[src/rtl/wb_stage_reg.sv]
// MEM->WB pipeline register: latches LANES writeback results per cycle with
// stall hold/bubble handling, flush, rdy freeze, x0/conflict write suppression and a retire counter.
module wb_stage_reg #(
  parameter int LANES   = 2,
  parameter int DATA_W  = 32,
  parameter int ADDR_W  = 5,
  parameter int STALL_W = 6,
  parameter int STAGE   = 4,
  parameter int CNT_W   = 64
) (
  input  logic                      clk,
  input  logic                      rst,
  input  logic                      rdy,
  input  logic [STALL_W-1:0]        stall,
  input  logic                      flush,
  input  logic [LANES-1:0]          in_valid,
  input  logic [LANES-1:0]          in_wreg,
  input  logic [LANES*ADDR_W-1:0]   in_wd,
  input  logic [LANES*DATA_W-1:0]   in_wdata,
  output logic [LANES-1:0]          wb_valid,
  output logic [LANES-1:0]          wb_wreg,
  output logic [LANES*ADDR_W-1:0]   wb_wd,
  output logic [LANES*DATA_W-1:0]   wb_wdata,
  output logic [CNT_W-1:0]          retire_cnt
);

  logic [LANES-1:0]        valid_reg;
  logic [LANES-1:0]        wreg_reg;
  logic [LANES*ADDR_W-1:0] wd_reg;
  logic [LANES*DATA_W-1:0] wdata_reg;
  logic [CNT_W-1:0]        cnt_reg;

  logic [LANES-1:0]        wreg_next;
  logic [CNT_W-1:0]        retire_inc;
  logic                    hold_dn;
  logic                    stall_unused;

  // The last stage has no downstream neighbour, so it can only ever bubble.
  generate
    if (STAGE + 1 < STALL_W) begin : g_hold_dn
      assign hold_dn = stall[STAGE+1];
    end else begin : g_no_hold_dn
      assign hold_dn = 1'b0;
    end
  endgenerate

  assign stall_unused = ^stall;

  // A lane loses its write if x0 is the target or a later lane writes the same register.
  genvar gi;
  generate
    for (gi = 0; gi < LANES; gi++) begin : g_lane
      logic [ADDR_W-1:0] wd_lane;
      logic              shadowed;

      assign wd_lane = in_wd[gi*ADDR_W +: ADDR_W];

      always_comb begin
        shadowed = 1'b0;
        for (int j = gi + 1; j < LANES; j++) begin
          if (in_valid[j] && in_wreg[j] && (in_wd[j*ADDR_W +: ADDR_W] == wd_lane))
            shadowed = 1'b1;
        end
      end

      assign wreg_next[gi] = in_valid[gi] & in_wreg[gi] & (wd_lane != '0) & ~shadowed;
    end
  endgenerate

  always_comb begin
    retire_inc = '0;
    for (int i = 0; i < LANES; i++)
      retire_inc = retire_inc + CNT_W'(valid_reg[i]);
  end

  always_ff @(posedge clk) begin
    if (!rst) begin
      valid_reg <= '0;
      wreg_reg  <= '0;
      wd_reg    <= '0;
      wdata_reg <= '0;
      cnt_reg   <= '0;
    end else if (rdy) begin
      if (flush || (stall[STAGE] && !hold_dn)) begin
        valid_reg <= '0;
        wreg_reg  <= '0;
        wd_reg    <= '0;
        wdata_reg <= '0;
        cnt_reg   <= cnt_reg + retire_inc;
      end else if (!stall[STAGE]) begin
        valid_reg <= in_valid;
        wreg_reg  <= wreg_next;
        wd_reg    <= in_wd;
        wdata_reg <= in_wdata;
        cnt_reg   <= cnt_reg + retire_inc;
      end
      // Held contents are neither replaced nor counted until released.
    end
  end

  assign wb_valid   = valid_reg;
  assign wb_wreg    = wreg_reg;
  assign wb_wd      = wd_reg;
  assign wb_wdata   = wdata_reg;
  assign retire_cnt = cnt_reg;

endmodule

[config.mk]
export PLATFORM = sky130hd
export DESIGN_NAME = wb_stage_reg
export DESIGN_NICKNAME = d
export VERILOG_FILES = /design/src/rtl/wb_stage_reg.sv
export SDC_FILE = /design/constraint.sdc
export NUM_CORES = 1
export LEC_CHECK = 0
export ABC_AREA = 1
export BUFFER_PORTS_ARGS = -buffer_cell sky130_fd_sc_hd__buf_2
export CAP_MARGIN = 10
export CORE_MARGIN = 8
export CORE_UTILIZATION = 45
export DETAILED_ROUTE_END_ITERATION = 8
export PLACE_DENSITY = 0.81
export SLEW_MARGIN = 20
export SYNTH_ARGS = -nofsm -noshare
export SYNTH_HDL_FRONTEND = slang
export SYNTH_SLANG_ARGS = --single-unit
export TNS_END_PERCENT = 20
[constraint.sdc]
create_clock -name clk -period 2.43 [get_ports clk]
set_clock_uncertainty 0.2 [all_clocks]
set_input_delay 0.486 -clock clk [delete_from_list [all_inputs] [get_ports clk]]
set_output_delay 0.486 -clock clk [all_outputs]
set_load 0.01 [all_outputs]
==> results of run 1 <==
-- worst max-delay path: stages (launching register included) --
cell and delay (ns):
dfxtp_2 0.32, inv_1 0.06, fa_2 0.41, inv_2 0.08, ha_4 0.12, inv_1 0.05
nor2_2 0.14, nand2_2 0.11, nor2_4 0.18, nand2_4 0.11, nor2_8 0.18, nand2_2 0.07
nand2_1 0.06, nand2_1 0.05, nor2_1 0.12
-- repair_timing --
item / in CTS / in global routing
buffers inserted: 0 / 1
gates resized for setup: 2 / 11
endpoints found under the setup margin: 11 / 34
pin swaps: 0 / 6
-- where the power goes --
group          internal (mW)  total [mW]  switching, mW  leakage, nW
sequential              2.38        2.40         0.0251         1.15
clock                   1.68        2.67          0.986        0.286
combinational          0.170       0.438          0.268         2.30
total                   4.23        5.51           1.28         3.74
-- placed cells by master (no fill, tap or decap), drive strengths merged, types with 2 or more instances in the layout --
master    count
nor3b         2
clkinvlp      4
nand3       122
and2          3
xor2          5
xnor2         2
clkbuf       20
a211oi        3
nand4        17
bufinv        3
a21o          2
buf         246
nand2       242
o21bai        2
o21a          2
nor3         14
nor2        158
clkinv        3
dfxtp       142
o21ai        23
a21oi       110
inv          81
-- registers in the layout, summed over array words and instances (netlist names) --
signal / cells
retire_cnt: 64
wb_valid: 2
wb_wd: 10
wb_wdata: 64
wb_wreg: 2
-- final timing paths --
check,slack [ns],end,start
setup reg to reg,0.10,retire_cnt[32],retire_cnt[0]
setup / recovery,0.10,retire_cnt[32],retire_cnt[0]
hold / removal,0.13,wb_wdata[38],in_wdata[38]
hold reg to reg,0.26,wb_wdata[27],wb_wdata[27]
-- per-layer routing --
metal  up-vias  part of all wire  GRT usage
met2       304              0.49      0.375
met4         0             0.029     0.0949
met5         -                 0          0
met3        50              0.11     0.0935
met1      3332              0.38      0.247
li1       3634                 -          -
-- area by class of cell --
class / count / area, um2 / share of cell area
repair buffers: 246 / 1350 / 0.154
clock inverters: 10 / 139 / 0.0159
multi-input cells: 716 / 3410 / 0.390
well taps: 184 / 230 / 0.0263
inverters: 81 / 304 / 0.0348
clock buffers: 20 / 467 / 0.0534
flip-flops and latches: 142 / 2840 / 0.325
-- stage by stage --
step / TNS (ns) / hold WS, ns / worst slack [ns] / area [um2]
after floorplan: 0 / 0.288 / 0.151 / 6700
after global placement: -0.0601 / 0.248 / -0.0601 / 8080
after detailed placement: -0.232 / 0.252 / -0.0935 / 8080
after CTS: 0 / 0.113 / 0.000790 / 8690
after global routing: -0.0362 / 0.113 / -0.0362 / 8740
final: 0 / 0.126 / 0.100 / 8740
-- cell families (layout without fill, tap and decap cells) --
kind of cell / after synthesis / after routing / synth area share
fa+ha+maj: 2 / 2 / 0.00486
xor+xnor: 7 / 7 / 0.00916
buf+inv: 124 / 357 / 0.0751
compound gates: 146 / 146 / 0.114
simple gates: 561 / 561 / 0.372
flops: 142 / 142 / 0.425
==> metrics.md, run 1 <==
| Metric | Value |
|---|---|
| Status | `finished clean` |
| Worst setup EP type | `register` |
| GRT Total Usage | `0.225` |
| CTS tree | `built` |
| # DRC | `0` |
| Worst Path Arrival | `2.48 ns` |
| Post-synth EDFFs | `0` |
| Cts bufs inserted | `17` |
| Avg Inst Size Synth | `6.82 um2` |
| Pins Over Slew Limit | `0` |
| RSZ-0062 raised after global routing | `yes` |
| Synth unique cells | `39` |
| # port buffers | `225` |
| Max Root-Sink Buffers | `2` |
| Initial antenna violation count | `0` |
| Data required, critical path | `2.58 ns` |
| Max-slew headroom | `0.645` |
| Vias | `7320` |
| Top post-synthesis cells by area | `dfxtp_1 42%, nand2_1 13%, nand3_1 9.0%, a21oi_1 8.2%, nor2_1 7.7%` |
| Gate Count Post-Synth | `982` |
| Share of the synthesized area in the top cell type | `0.425` |
| Starting Density | `0.461` |
| Clock latency on the worst-skew pair | `0.42 ns` |
| DP Wirelength | `16200 um` |
| Max Clk Rate | `0.429 GHz` |
| CTS Hold Bufs | `0` |
| Final Hold Viols | `0` |
| Cell Area, Synth | `0.00670 mm2` |
| Final worst path period share | `0.959` |
| Min-Delay Path Class | `input pin to register` |
| Post-synthesis sequential area ratio | `0.425` |
| Worst Reg-to-Reg Cells | `14` |
| Final core occ | `0.601` |
| Core Rows | `44` |
| Core area | `0.0145 mm2` |
| Hold path depth | `3` |
| Drt first pass iters | `5` |
| Ys Warns | `0` |
| Fin crit period | `2.33 ns` |
| Detailed Route WL | `21800 um` |
| Number of nets in the layout | `1294` |
| RD Place Congestion | `0.935` |
| Async SR Flop Fraction | `0` |
| H-tree Lvls | `4` |
| Total power | `5.51 mW` |
| PwrDens | `630 mW/mm2` |
| Die Wd | `138 um` |
| Synth area leader | `dfxtp_1` |
| I/O pin count | `230` |
| Post-synth top cells | `235 x nand2_1, 142 x dfxtp_1, 138 x nor2_1` |
| Syn Nets | `1072` |
| VDD IR max | `436 uV` |
| Seq cells post-synth | `142` |
| Most frequent cell after synthesis | `nand2_1` |
| MaxCap Viol Count | `0` |
| Layout cells sized above 1 | `0.263` |
| Die height | `138 um` |
| CTS clock-pin slew for the worst setup and hold paths | `0.06 ns` |
| Setup crit start kind | `register` |
| Layout area overhead | `30.5%` |
| CP Class | `register to register` |
| Static Leak | `3.74 nW` |
| Clock sinks | `142` |
| Measured slew at the worst slew-check pin | `0.532 ns` |
| Vias per cell | `5.23` |
| Detailed Route Iter0 Violations | `498` |
| Vias in the first global route | `6919` |
| Final setup fails | `0` |
| Routed len/inst | `15.6 um` |
| # fillers | `1372` |
| Die area | `0.0190 mm2` |
| Most used DFF post-synth | `dfxtp_1` |
| Global-route wire length before repair | `34000 um` |
| DP Cell Count | `1368` |
| CP max FO | `6` |
| Grt ovf | `0` |
| Largest net degree at the start of global routing | `53` |
| Post-route insts no fill | `1399` |
| # diodes | `0` |
| Clock root buffer | `clkbuf_16` |
| Detail Route Antenna Nets | `0` |
(Power assumes the default switching activity.)
==> inputs of run 2 (changes only) <==
--- a/config.mk
+++ b/config.mk
@@ -8,6 +8,7 @@
 export ABC_AREA = 1
 export BUFFER_PORTS_ARGS = -buffer_cell sky130_fd_sc_hd__buf_2
 export CAP_MARGIN = 10
+export CORE_ASPECT_RATIO = 0.6
 export CORE_MARGIN = 8
 export CORE_UTILIZATION = 45
 export DETAILED_ROUTE_END_ITERATION = 8
==> metrics.md, run 2 (synthesized netlist as in run 1, its figures left out) <==
| Metric | Value |
|---|---|
| Status | `finished clean` |
| Hold path startpoint | `in_wdata[5]` |
| Worst reg2reg path startpoint | `retire_cnt[0]` |
| Psw | `1.47 mW (+15%)` |
| Slowest-stage cell, CP | `fa_2` |
| Crit-path cells | `inv_1 -> fa_2 -> inv_1 -> ha_2 -> inv_2 -> nor2_4 -> nand3_1 -> nor2_2 -> nand2_1 -> nor2_2 -> xor2_1 -> nor2_1` |
| Commonest non-fill, non-tap cell in the layout | `nand2_1` |
| Max-slew headroom | `0.635 (-0.00990)` |
| Die height | `110 um (-20%)` |
| # diodes | `0 (unchanged)` |
| Clock sinks | `142 (unchanged)` |
| Vias | `7342 (+0.30%)` |
| CTS clock-pin slew for the worst setup and hold paths | `0.07 ns (about the same)` |
| Final worst path period share | `0.947 (-0.0116)` |
| Clock latency on the worst-skew pair | `0.41 ns (about the same)` |
| Core Rows | `34 (-23%)` |
| PwrDens | `617 mW/mm2 (-2.2%)` |
| Worst Path Arrival | `2.39 ns (-0.09 ns)` |
| Die Wd | `173 um (+26%)` |
| Setup crit start kind | `register` |
| Min-Delay Path Class | `input pin to register` |
| CP max FO | `3 (-3)` |
| Final core occ | `0.602 (+0.00114)` |
| VDD IR max | `388 uV (-11%)` |
| Grt ovf | `0 (unchanged)` |
| Worst setup EP type | `register` |
| Vias per cell | `5.19 (-0.90%)` |
| Part of the power in combinational logic | `0.083 (+0.003)` |
| RSZ-0062 raised after global routing | `yes` |
| Seq. cell area | `0.00284 mm2 (unchanged)` |
| GRT Total Usage | `0.223 (-0.00186)` |
| Post-DP Area | `0.00813 mm2 (+0.56%)` |
| Final Hold Viols | `0 (unchanged)` |
| Sw frac | `0.273 (+0.0405)` |
| I/O pin count | `230 (unchanged)` |
| Layout area overhead | `30.5% (unchanged)` |
| Routed len/inst | `15.6 um (about the same)` |
| Detailed Route WL | `22100 um (+1.2%)` |
| Post-route cell area | `0.00874 mm2 (unchanged)` |
| CP startpoint | `retire_cnt[0]` |
| Detail Route Antenna Nets | `0 (unchanged)` |
| # fillers | `1353 (-1.4%)` |
| RD Place Congestion | `0.921 (-1.5%)` |
| Pins Over Slew Limit | `0 (unchanged)` |
| Layout cells sized above 1 | `0.266 (+0.00264)` |
| Fin crit period | `2.30 ns (-0.0283 ns)` |
| Data required, critical path | `2.52 ns (-0.06 ns)` |
| Initial antenna violation count | `2 (+2)` |
| Clock root buffer | `clkbuf_16` |
| Reg power frac | `0.445 (+0.009)` |
| Largest net degree at the start of global routing | `72 (+36%)` |
| Clock power frac | `0.471 (-0.013)` |
| Drt first pass iters | `6 (+1)` |
| # port buffers | `225 (unchanged)` |
| Core area | `0.0145 mm2 (-0.19%)` |
| Measured slew at the worst slew-check pin | `0.548 ns (+0.0156 ns)` |
| DP Wirelength | `16600 um (+2.3%)` |
| Commonest cells after routing, fill and taps aside | `235 x nand2_1, 225 x buf_2, 141 x dfxtp_1` |
| Global-route wire length before repair | `35400 um (+4.2%)` |
| CP Class | `register to register` |
| # DRC | `0 (unchanged)` |
| Vias in the first global route | `7087 (+2.4%)` |
| Static Leak | `3.75 nW (+0.50%)` |
| Detailed Route Iter0 Violations | `543 (+9.0%)` |
| P_int | `3.92 mW (-7.3%)` |
| Cts bufs inserted | `17 (unchanged)` |
| MaxCap Viol Count | `0 (unchanged)` |
| DP Cell Count | `1384 (+1.2%)` |
| Number of nets in the layout | `1295 (+0.077%)` |
| Multi-input gate area | `0.00341 mm2 (unchanged)` |
| H-tree Lvls | `4 (unchanged)` |
| Die area | `0.0192 mm2 (+0.67%)` |
| Post-route insts no fill | `1416 (+1.2%)` |
| Crit path largest cell delay | `0.41 ns (about the same)` |
| CTS Hold Bufs | `0 (unchanged)` |
| Max Root-Sink Buffers | `2 (unchanged)` |
| CTS tree | `built` |
| Starting Density | `0.462 (+0.000874)` |
| WHS | `0.126 ns (+0.0000930 ns)` |
| Max Clk Rate | `0.435 GHz (+1.2%)` |
| Setup TNS | `0 ns (unchanged)` |
| Setup Fix Bufs, Post-CTS | `0 (unchanged)` |
| Final setup fails | `0 (unchanged)` |
[run 2: cell types whose count changed in the layout (fill, tap and decap cells not counted), sizes merged]
cell      previous run  this run
clkinv               3         2
buf                246       247
clkbuf              20        17
bufinv               3         0
clkinvlp             4         1
inv                 81        93
[run 2: repair_timing]
item,CTS,global route
pin swaps,0,4
hold endpoints to repair,0,0
setup endpoints to repair,25,25
gates resized for setup,8,9
[run 2: critical path, delay by kind of cell (launching register included)]
kind	cells	cell delay (ns)
AND/OR/NAND/NOR	6	0.72
flip-flops	1	0.33
XOR/XNOR	1	0.15
buffers and inverters	3	0.18
adder cells (fa/ha/maj)	2	0.59
[run 2: worst paths after layout]
| path | cells after the start | end | slack [ns] |
|---|---|---|---|
| worst max-delay path | 12 | retire_cnt[42] | 0.13 |
| worst min-delay path | 3 | wb_wdata[5] | 0.13 |
| worst max register to register | 12 | retire_cnt[42] | 0.13 |
| worst min register to register | 2 | wb_wdata[43] | 0.26 |
[run 2: metrics by stage]
stage | power [mW] | setup WS, ns
floorplan | 2.68 | 0.151
global placement | 2.89 | -0.0772
detailed placement | 2.90 | -0.132
CTS | 5.42 | 0.0469
global route | 5.57 | -0.0164
finish | 5.39 | 0.129
[run 2: area by class of cell]
type / instances / share of cell area
Multi-Input combinational cell: 716 / 0.390
Clock inverter: 15 / 0.0159
Inverter: 81 / 0.0348
Clock buffer: 17 / 0.0487
Tap cell: 198 / 0.0284
Sequential cell: 142 / 0.325
Timing Repair Buffer: 247 / 0.157
[run 2: layer usage]
layer  share of wire  wire length (um)  vias up  track usage
met5          0.0012                26        -            0
met4           0.020               439        4       0.0692
met3            0.12              2600       36       0.0963
met2            0.45              9950      338        0.356
met1            0.41              9070     3317        0.266
li1                -                 -     3647            -
[run 2: power by group through the flow]
stage	Clock, mW	Sequential, mW	Combinational [mW]
2_1_floorplan	0	2.48	0.203
3_3_place_gp	0	2.45	0.440
3_5_place_dp	0	2.45	0.448
4_1_cts	2.57	2.40	0.450
5_1_grt	2.68	2.41	0.492
6_report	2.54	2.40	0.449
